<file path="src/rtl/mem_stage_ctrl_if.sv">
// mem_stage_ctrl_if: MEM-stage request/response bundle between the core and the data-memory stage.
// The err signal exists only when MEM_STAGE_ERR_EN is defined.
interface mem_stage_ctrl_if #(
    parameter int DATA_W = 32,
    parameter int ADDR_W = 32
);
    logic              mem_r_en;
    logic              mem_w_en;
    logic [ADDR_W-1:0] address;
    logic [DATA_W-1:0] wdata;
    logic [DATA_W-1:0] rdata;
    logic              ready;
    logic              busy;
`ifdef MEM_STAGE_ERR_EN
    logic              err;
`endif

    modport master (
`ifdef MEM_STAGE_ERR_EN
        input  err,
`endif
        output mem_r_en, mem_w_en, address, wdata,
        input  rdata, ready, busy
    );

    modport slave (
`ifdef MEM_STAGE_ERR_EN
        output err,
`endif
        input  mem_r_en, mem_w_en, address, wdata,
        output rdata, ready, busy
    );
endinterface

</file>
<file path="src/rtl/mem_stage_ctrl.sv">
// mem_stage_ctrl: multi-cycle word-addressed data memory that stalls the pipeline via ready.
// Optional MEM_STAGE_ERR_EN adds a registered err flag for out-of-range or misaligned accesses.
module mem_stage_ctrl #(
    parameter int DATA_W      = 32,
    parameter int ADDR_W      = 32,
    parameter int DEPTH       = 64,
    parameter int BASE_ADDR   = 1024,
    parameter int WAIT_CYCLES = 4
) (
    input logic              clk,
    input logic              rst,
    mem_stage_ctrl_if.slave  bus
);
    localparam int BYTE_W = $clog2(DATA_W / 8);
    localparam int CNT_W  = $clog2(WAIT_CYCLES) + 1;
    localparam int IDX_W  = (DEPTH > 1) ? $clog2(DEPTH) : 1;

    typedef enum logic [1:0] {IDLE, WAIT, DONE} state_t;

    state_t            state_q, state_d;
    logic [CNT_W-1:0]  cnt_q, cnt_d;
    logic [DATA_W-1:0] rdata_q, rdata_d;
    logic              busy_q;
    logic [DATA_W-1:0] mem_q [DEPTH];
    logic [ADDR_W-1:0] index;
    logic              req, in_range, last, fire;

    assign req      = bus.mem_r_en | bus.mem_w_en;
    // addresses below BASE_ADDR wrap to huge indices and fall out of range
    assign index    = (bus.address - ADDR_W'(BASE_ADDR)) >> BYTE_W;
    assign in_range = index < ADDR_W'(DEPTH);
    assign last     = cnt_q == CNT_W'(WAIT_CYCLES - 1);
    assign fire     = (state_q == WAIT) && req && last;

    always_comb begin
        state_d = state_q;
        cnt_d   = cnt_q;
        case (state_q)
            IDLE: if (req) begin
                state_d = WAIT;
                cnt_d   = '0;
            end
            WAIT: if (!req) state_d = IDLE;
                  else if (last) state_d = DONE;
                  else cnt_d = cnt_q + 1'b1;
            DONE: state_d = IDLE;
            default: state_d = IDLE;
        endcase
    end

    // a simultaneous read and write is a write, leaving rdata untouched
    assign rdata_d = (fire && bus.mem_r_en && !bus.mem_w_en) ? (in_range ? mem_q[index[IDX_W-1:0]] : '0) : rdata_q;

    always_ff @(posedge clk) begin
        if (rst) begin
            state_q <= IDLE;
            cnt_q   <= '0;
            rdata_q <= '0;
            busy_q  <= 1'b0;
        end else begin
            state_q <= state_d;
            cnt_q   <= cnt_d;
            rdata_q <= rdata_d;
            busy_q  <= state_d != IDLE;
        end
    end

    always_ff @(posedge clk) begin
        if (!rst && fire && bus.mem_w_en && in_range) mem_q[index[IDX_W-1:0]] <= bus.wdata;
    end

`ifdef MEM_STAGE_ERR_EN
    logic err_q;

    always_ff @(posedge clk) begin
        if (rst) err_q <= 1'b0;
        else err_q <= fire && (!in_range || (bus.address[BYTE_W-1:0] != '0));
    end

    assign bus.err = err_q;
`endif

    assign bus.ready = ~req | (state_q == DONE);
    assign bus.busy  = busy_q;
    assign bus.rdata = rdata_q;
endmodule
</file>
<file path="src/flat_wrapper.sv">
// flat-port wrapper written by rule: the top's interface ports become plain ports
module mem_stage_ctrl_flat 
#(
    parameter int DATA_W      = 32,
    parameter int ADDR_W      = 32,
    parameter int DEPTH       = 64,
    parameter int BASE_ADDR   = 1024,
    parameter int WAIT_CYCLES = 4
)
  (clk, rst, bus_mem_r_en, bus_mem_w_en, bus_address, bus_wdata, bus_rdata, bus_ready, bus_busy);
  mem_stage_ctrl_if #(.DATA_W(DATA_W), .ADDR_W(ADDR_W)) bus_i ();
  input logic clk;
  input logic rst;
  input wire logic [$bits(bus_i.mem_r_en)-1:0] bus_mem_r_en;
  input wire logic [$bits(bus_i.mem_w_en)-1:0] bus_mem_w_en;
  input wire logic [$bits(bus_i.address)-1:0] bus_address;
  input wire logic [$bits(bus_i.wdata)-1:0] bus_wdata;
  output wire logic [$bits(bus_i.rdata)-1:0] bus_rdata;
  output wire logic [$bits(bus_i.ready)-1:0] bus_ready;
  output wire logic [$bits(bus_i.busy)-1:0] bus_busy;
  assign bus_i.mem_r_en = bus_mem_r_en;
  assign bus_i.mem_w_en = bus_mem_w_en;
  assign bus_i.address = bus_address;
  assign bus_i.wdata = bus_wdata;
  assign bus_rdata = bus_i.rdata;
  assign bus_ready = bus_i.ready;
  assign bus_busy = bus_i.busy;
  mem_stage_ctrl #(.DATA_W(DATA_W), .ADDR_W(ADDR_W), .DEPTH(DEPTH), .BASE_ADDR(BASE_ADDR), .WAIT_CYCLES(WAIT_CYCLES)) u_core (.clk(clk), .rst(rst), .bus(bus_i));
endmodule
</file>
<file path="config.mk">
export PLATFORM = sky130hd
export DESIGN_NAME = mem_stage_ctrl_flat
export DESIGN_NICKNAME = d
export VERILOG_FILES = /design/src/rtl/mem_stage_ctrl_if.sv /design/src/rtl/mem_stage_ctrl.sv /design/src/flat_wrapper.sv
export SDC_FILE = /design/constraint.sdc
export NUM_CORES = 2
export LEC_CHECK = 0
export CORE_ASPECT_RATIO = 1.25
export CORE_UTILIZATION = 30
export DETAILED_ROUTE_END_ITERATION = 16
export SETUP_SLACK_MARGIN = 0.2
export SLEW_MARGIN = 5
export SYNTH_ARGS = -nofsm -noshare
export SYNTH_HDL_FRONTEND = slang
export SYNTH_SLANG_ARGS = --single-unit
</file>
<file path="constraint.sdc">
create_clock -name clk -period 7.82 [get_ports clk]
set_clock_uncertainty 0.1 [all_clocks]
set_input_delay 0.782 -clock clk [delete_from_list [all_inputs] [get_ports clk]]
set_output_delay 0.782 -clock clk [all_outputs]
set_load 0.03 [all_outputs]
</file>
# Word-level counts from Yosys, hierarchy flattened
# Memory sizes are Yosys's and may differ from the RTL's.
# Index checks and enable logic that the tools add are counted.
# W data, S select, Z words.
word_totals:
  inputBits: 68
  memories: 1
  output_inout_bits: 34
  regBits: 38
  word_cells: 41
  ram_bits: 2048
memory_table:
  columns: ["memory", "depth", "width", "rd", "rd_clocked_by_memory_dff", "wr", "line", "source"]
  rows:
  - ["u_core.mem_q", 64, 32, 1, 0, 1, "mem_stage_ctrl.sv:24", "logic [DATA_W-1:0] mem_q [DEPTH];"]
op_classes:
  add_sub_neg: 2
  mux: 11
  bitwise: 3
  n_reduce_logical: 13
  magnitude_cmp: 1
  eq_ne: 6
op_table:
  columns: ["op", "count"]
  rows:
  - ["$mux W32", 1]
  - ["$sub A32 B11 Y32 const B", 1]
  - ["$lt A30 B7 Y1 const B", 1]
  - ["$mux W3", 3]
  - ["$logic_and A1 B1 Y1", 7]
  - ["$mux W2", 3]
  - ["$pmux W3 S2", 1]
  - ["$ne A2 B1 Y1 const B", 2]
  - ["$pmux W2 S2", 1]
  - ["$reduce_and A4 Y1", 1]
  - ["$reduce_bool A2 Y1", 2]
  - ["$add A3 B1 Y3 const B", 1]
  - ["$eq A3 B2 Y1 const B", 1]
  - ["$eq A2 B1 Y1 const B", 1]
  - ["$eq A2 B2 Y1 const B", 1]
  - ["$logic_not A1 Y1", 2]
  - ["$logic_not A2 Y1", 1]
  - ["$mux W1", 2]
  - ["$ne A2 B2 Y1 const B", 1]
  - ["$or A1 B1 Y1", 2]
  - ["$not A1 Y1", 1]

# Depth between registers and ports, before layout
logic_depth:
  word_depth: 8
  mapped_depth: 12
  mapped_depth_nobuf: 8

# Least setup slack after synthesis
# OpenSTA, ideal clock, no wires.
synth_timing:
  kind: "input to register"
  startpoint: "input rst"
  endpoint: "memory u_core.mem_q[40][0], enable pin"
  arrival_ns: 4.168
  path_buffers: 2
  path_stages: 7
  setup_slack_ns: 3.090
  setup_ns: 0.461
  required_ns: 7.259
  path_cell_list: "clkbuf_1 -> or3_1 -> nor3_1 -> and3_1 -> buf_2 -> inv_1 -> nor3_1"
synth_via:
  elab_chain_len: 6
synth_rtl:
  columns: ["item", "line", "source"]
  rows:
  - ["from (decl)", "flat_wrapper.sv:13", "input logic rst;"]
  - ["$logic_not A1 Y1", "mem_stage_ctrl.sv:69", "if (!rst && fire && bus.mem_w_en && in_range) mem_q[index[IDX_W-1:0]] <= bus.wdata;"]
  - ["$logic_and A1 B1 Y1 (3 in series)", "mem_stage_ctrl.sv:69", null]
  - ["$mux W1", "mem_stage_ctrl.sv:69", null]
  - ["$mux W1 (implied by the code)", "mem_stage_ctrl.sv:69", null]
  - ["to (decl)", "mem_stage_ctrl.sv:24", null]
# Every way passes these cells.

# Worst setup path after layout
layout_timing:
  startpoint: "register u_core.cnt_q[0]"
  endpoint: "memory u_core.mem_q[53][10], enable pin"
layout_via:
  elab_chain_len: 7
layout_rtl:
  columns: ["item", "line", "source"]
  rows:
  - ["from (decl)", "mem_stage_ctrl.sv:21", "logic [CNT_W-1:0] cnt_q, cnt_d;"]
  - ["from (signal assigned)", "mem_stage_ctrl.sv:62", "cnt_q <= cnt_d;"]
  - ["$eq A3 B2 Y1", "mem_stage_ctrl.sv:32", "assign last = cnt_q == CNT_W'(WAIT_CYCLES - 1);"]
  - ["$logic_and A1 B1 Y1", "mem_stage_ctrl.sv:33", "assign fire = (state_q == WAIT) && req && last;"]
  - ["$logic_and A1 B1 Y1 (3 in series)", "mem_stage_ctrl.sv:69", null]
  - ["$mux W1", "mem_stage_ctrl.sv:69", null]
  - ["$mux W1 (implied by the code)", "mem_stage_ctrl.sv:69", null]
# Every way passes these cells.

==> summary.txt <==
Worst hold path
  – Hold Path Cell Cnt: 2
  – Sink of the worst hold path: u_core.cnt_q[2]$_SDFFE_PP0P_
  – HP Start: u_core.cnt_q[2]$_SDFFE_PP0P_
  – Path category of the worst min-delay check: flip-flop to flip-flop

Critical path
  – Worst reg-to-reg setup slack: 2.67 ns
  – List of cells traversed by the critical path: ha_1, ha_1, nand2_1, or3_1, nor3_1, and3_1, nand3_1, nor2_4, buf_4
  – Worst Path Buf+Inv: 1
  – Timing startpoint of the critical path: u_core.cnt_q[0]$_SDFFE_PP0P_
  – Worst setup EP type: flip-flop
  – Element type at the critical path start: flip-flop
  – Cells on worst reg2reg path: 9
  – Critical setup path kind: flip-flop to flip-flop
  – Largest fanout of any net on the critical path: 19
  – Critical path arrival: 5.53 ns
  – Largest stage delay, worst path: 1.09 ns
  – Crit path max-delay cell type: nor2_4
  – Critical register-to-register path endpoint: u_core.mem_q[53][10]$_DFFE_PP_
  – Critical path's top delay family: simple AND/OR/NAND/NOR gates
  – Cell with the most instances on the worst path: ha_1
  – Launch instance of the worst register-to-register path: u_core.cnt_q[0]$_SDFFE_PP0P_
  – Data required time of the worst path: 8.20 ns

CTS
  – Post-CTS setup buffer count: 0
  – Clock Root Buffer: clkbuf_16
  – Number of sinks on the clock net: 2086
  – # hold bufs at CTS: 0
  – TritonCTS Buffers: 190
  – H-tree lvl count: 4
  – Clk slew on worst S/H paths: 0.07 ns
  – Clock tree from TritonCTS: done
  – Maximum buffer depth of the clock tree: 4
  – Resized Gates After CTS: 0
  – Later-pin clock latency in the skew report: 0.85 ns

Timing
  – Setup tns final: 0 ns
  – RSZ-0062 raised after global routing: no
  – Min Clock Period, post-route: 5.15 ns
  – Endpoints failing setup: 0
  – Max Clock Freq: 0.194 GHz
  – Count of endpoints failing hold in the final timing report: 0
  – Max-Slew Margin vs Limit: 6.22%
  – Pins Over Slew Limit: 0
  – Final worst-path cycle share: 65.8%
  – Worst-Margin Slew: 1.41 ns

Die
  – Initial standard-cell utilization of the core: 30.3%
  – Chip height: 583 um
  – Floorplan row count: 212
  – Number of I/O pins: 102
  – DIE AREA: 0.272 mm2
  – Width of the die: 466 um
  – Area of the core: 0.267 mm2

Route
  – Sum of routed wire length over all layers: 275000 um
  – Post-DR vias/cell: 5.60
  – Vias after detailed routing: 46127
  – Routed length per instance: 33.4 um
  – Iteration-0 DRC Markers: 6504
  – Count of nets left with antenna violations after detail routing: 0
  – Detailed-routing iteration count for the pre-antenna-repair pass: 6
  – Remaining routing DRC violations: 0

Placed design
  – Port-buffer cells: 99
  – RePlAce Congestion: 0.895
  – Number of placed instances with taps included: 7882
  – Detailed-placement wirelength estimate: 165000 um

Pwr
  – Areal power density over the cells: 246 mW/mm2
  – Net switching share of the total power: 22.2%
  – Sequential share of power: 54.0%
  – LEAKAGE: 28.6 nW
  – P_sw: 5.04 mW
  – Clk network pwr share: 40.4%
  – Peak ir drop on the vdd network: 0.000179 V
  – Internal power contribution: 17.7 mW
  – Proportion of power drawn by combinational gates: 5.6%

Synthesis
  – Average cell area after synthesis: 18.7 um2
  – Count of flip-flops with a built-in enable after synthesis: 2048
  – Count of cell types in the netlist: 77
  – Number of standard cells after synthesis: 4316
  – Syn nets: 4386
  – Synth async-reset ratio: 0%
  – Synth top area share: 76.0%
  – Synth Register Bits: 2086
  – Cell type contributing the most total cell area after synthesis: edfxtp_1
  – Top cells by area in the synthesized netlist: edfxtp_1 (76%), mux4_2 (4.0%), mux2i_1 (3.0%)
  – Dominant synthesized flop cell: edfxtp_1
  – Post-synthesis cell area: 0.0809 mm2
  – Post-synthesis sequential area ratio: 77.0%
  – YS warnings: 0

Final layout
  – Synthesis-to-finish area growth: 14.1%
  – Commonest cells after routing, fill and taps aside: edfxtp_1 (2048), o22ai_1 (255), mux2i_1 (243)
  – Number of nets in the layout: 4613
  – Multi-input gate area: 0.0170 mm2
  – Number of inserted filler cells in the final layout: 25191
  – Final cell count without fillers: 8233
  – Sequential cell area: 0.0623 mm2
  – Ratio of cells with drive above 1 in the final layout: 21.0%
  – Most common cell after layout, fill and taps aside: edfxtp_1

Global routing
  – Overall global routing resource usage: 19.8%
  – Maximum number of pins on one net before global-route repair: 97
  – Number of global-route vias before repair: 45068
  – Global route overflow: 0
  – Antenna violations before repair: 22
  – Wire length of the first global-routing pass: 374000 um

Status
  – Run status: completed

Flow run
  – Number of maximum-capacitance constraint violations: 0
==> cell usage after synthesis, drive strengths merged, types with 5 or more instances <==
| cell | n |
|---|---|
| o2bb2ai | 5 |
| o22ai | 255 |
| mux2 | 207 |
| buf | 229 |
| mux2i | 243 |
| a21oi | 143 |
| mux4 | 151 |
| a22o | 8 |
| a221oi | 45 |
| inv | 11 |
| nor2 | 158 |
| a2bb2oi | 20 |
| o211ai | 12 |
| nand3b | 6 |
| o32ai | 10 |
| o21ai | 109 |
| a31oi | 11 |
| a22oi | 58 |
| dfxtp | 38 |
| nor2b | 23 |
| and2 | 6 |
| o31ai | 13 |
| a211oi | 41 |
| nor3 | 21 |
| nor4 | 16 |
| nand2 | 127 |
| nand2b | 6 |
| or2 | 7 |
| a2111oi | 16 |
| or3 | 12 |
| clkbuf | 51 |
| nand3 | 26 |
| edfxtp | 2048 |
| or3b | 5 |
| and3 | 6 |
| o22a | 15 |
| nand4 | 7 |
| a221o | 6 |
| a32o | 18 |
| a211o | 6 |
| o221ai | 86 |
==> routing by layer <==
metal  up-vias  GRT usage (%)  wire [um]
met1     24243           24.0      97600
li1      18261              -          -
met5         -              0         26
met4         4           15.1      24800
met3       710           2.77      23200
met2      2909           31.8     130000
==> kinds of logic after synthesis <==
| family | synth area share (%) |
|---|---|
| flops | 77.0 |
| compound gates | 7.62 |
| mux | 10.1 |
| simple gates | 2.53 |
| buf+inv | 2.74 |
| fa+ha+maj | 0.0309 |
==> layout make-up <==
cell class                      instances  area share (%)
Antenna cell                           12          0.0325
Inverter                               11          0.0488
Clock buffer                          239            5.44
Clock inverter                        100            1.02
Multi-Input combinational cell       1939            18.4
Tap cell                             3531            4.79
Sequential cell                      2086            67.4
Timing Repair Buffer                  315            2.79
==> worst register-to-register path, stage by stage, from the launching register on <==
cell,delay [ns]
dfxtp_1,0.36
ha_1,0.16
ha_1,0.16
nand2_1,0.11
or3_1,0.40
nor3_1,0.24
and3_1,0.78
nand3_1,0.90
nor2_4,1.09
buf_4,0.48
==> power groups by stage <==
stage / Sequential (mW) / Clock, mW / Combinational, mW
floorplan: 12.5 / 0 / 0.609
global placement: 12.5 / 0 / 1.22
detailed placement: 12.5 / 0 / 1.24
CTS: 12.3 / 9.23 / 1.24
global route: 12.3 / 9.60 / 1.28
finish: 12.3 / 9.17 / 1.26
==> flip-flops by register name (all words and copies together) (netlist names) <==
| register | cells |
|---|---|
| u_core.cnt_q | 3 |
| u_core.bus.rdata | 32 |
| u_core.mem_q | 2048 |
| u_core.state_q | 2 |
| u_core.bus.busy | 1 |
==> how the worst max path moves through the flow <==
stage	end	slack (ns)	cells past startpoint
after floorplan	u_core.mem_q[40][0]$_DFFE_PP_	3.09	7
after global placement	u_core.mem_q[49][11]$_DFFE_PP_	2.01	8
after detailed placement	u_core.mem_q[53][11]$_DFFE_PP_	2.05	8
after CTS	u_core.mem_q[53][11]$_DFFE_PP_	2.73	9
after global routing	u_core.mem_q[53][2]$_DFFE_PP_	2.63	9
final	u_core.mem_q[53][10]$_DFFE_PP_	2.67	9
==> through the flow <==
step / total power [mW] / worst slack [ns] / util, % / cell area (um2) / hold WS [ns]
finish: 22.7 / 2.67 / 34.5 / 92300 / 0.359
global placement: 13.7 / 2.01 / 32.3 / 86300 / 0.357
CTS: 22.7 / 2.73 / 34.5 / 92300 / 0.360
floorplan: 13.1 / 3.09 / - / 80900 / 0.332
detailed placement: 13.7 / 2.05 / 32.3 / 86300 / 0.351
global route: 23.1 / 2.63 / 34.5 / 92300 / 0.398
(Power assumes the default switching activity.)
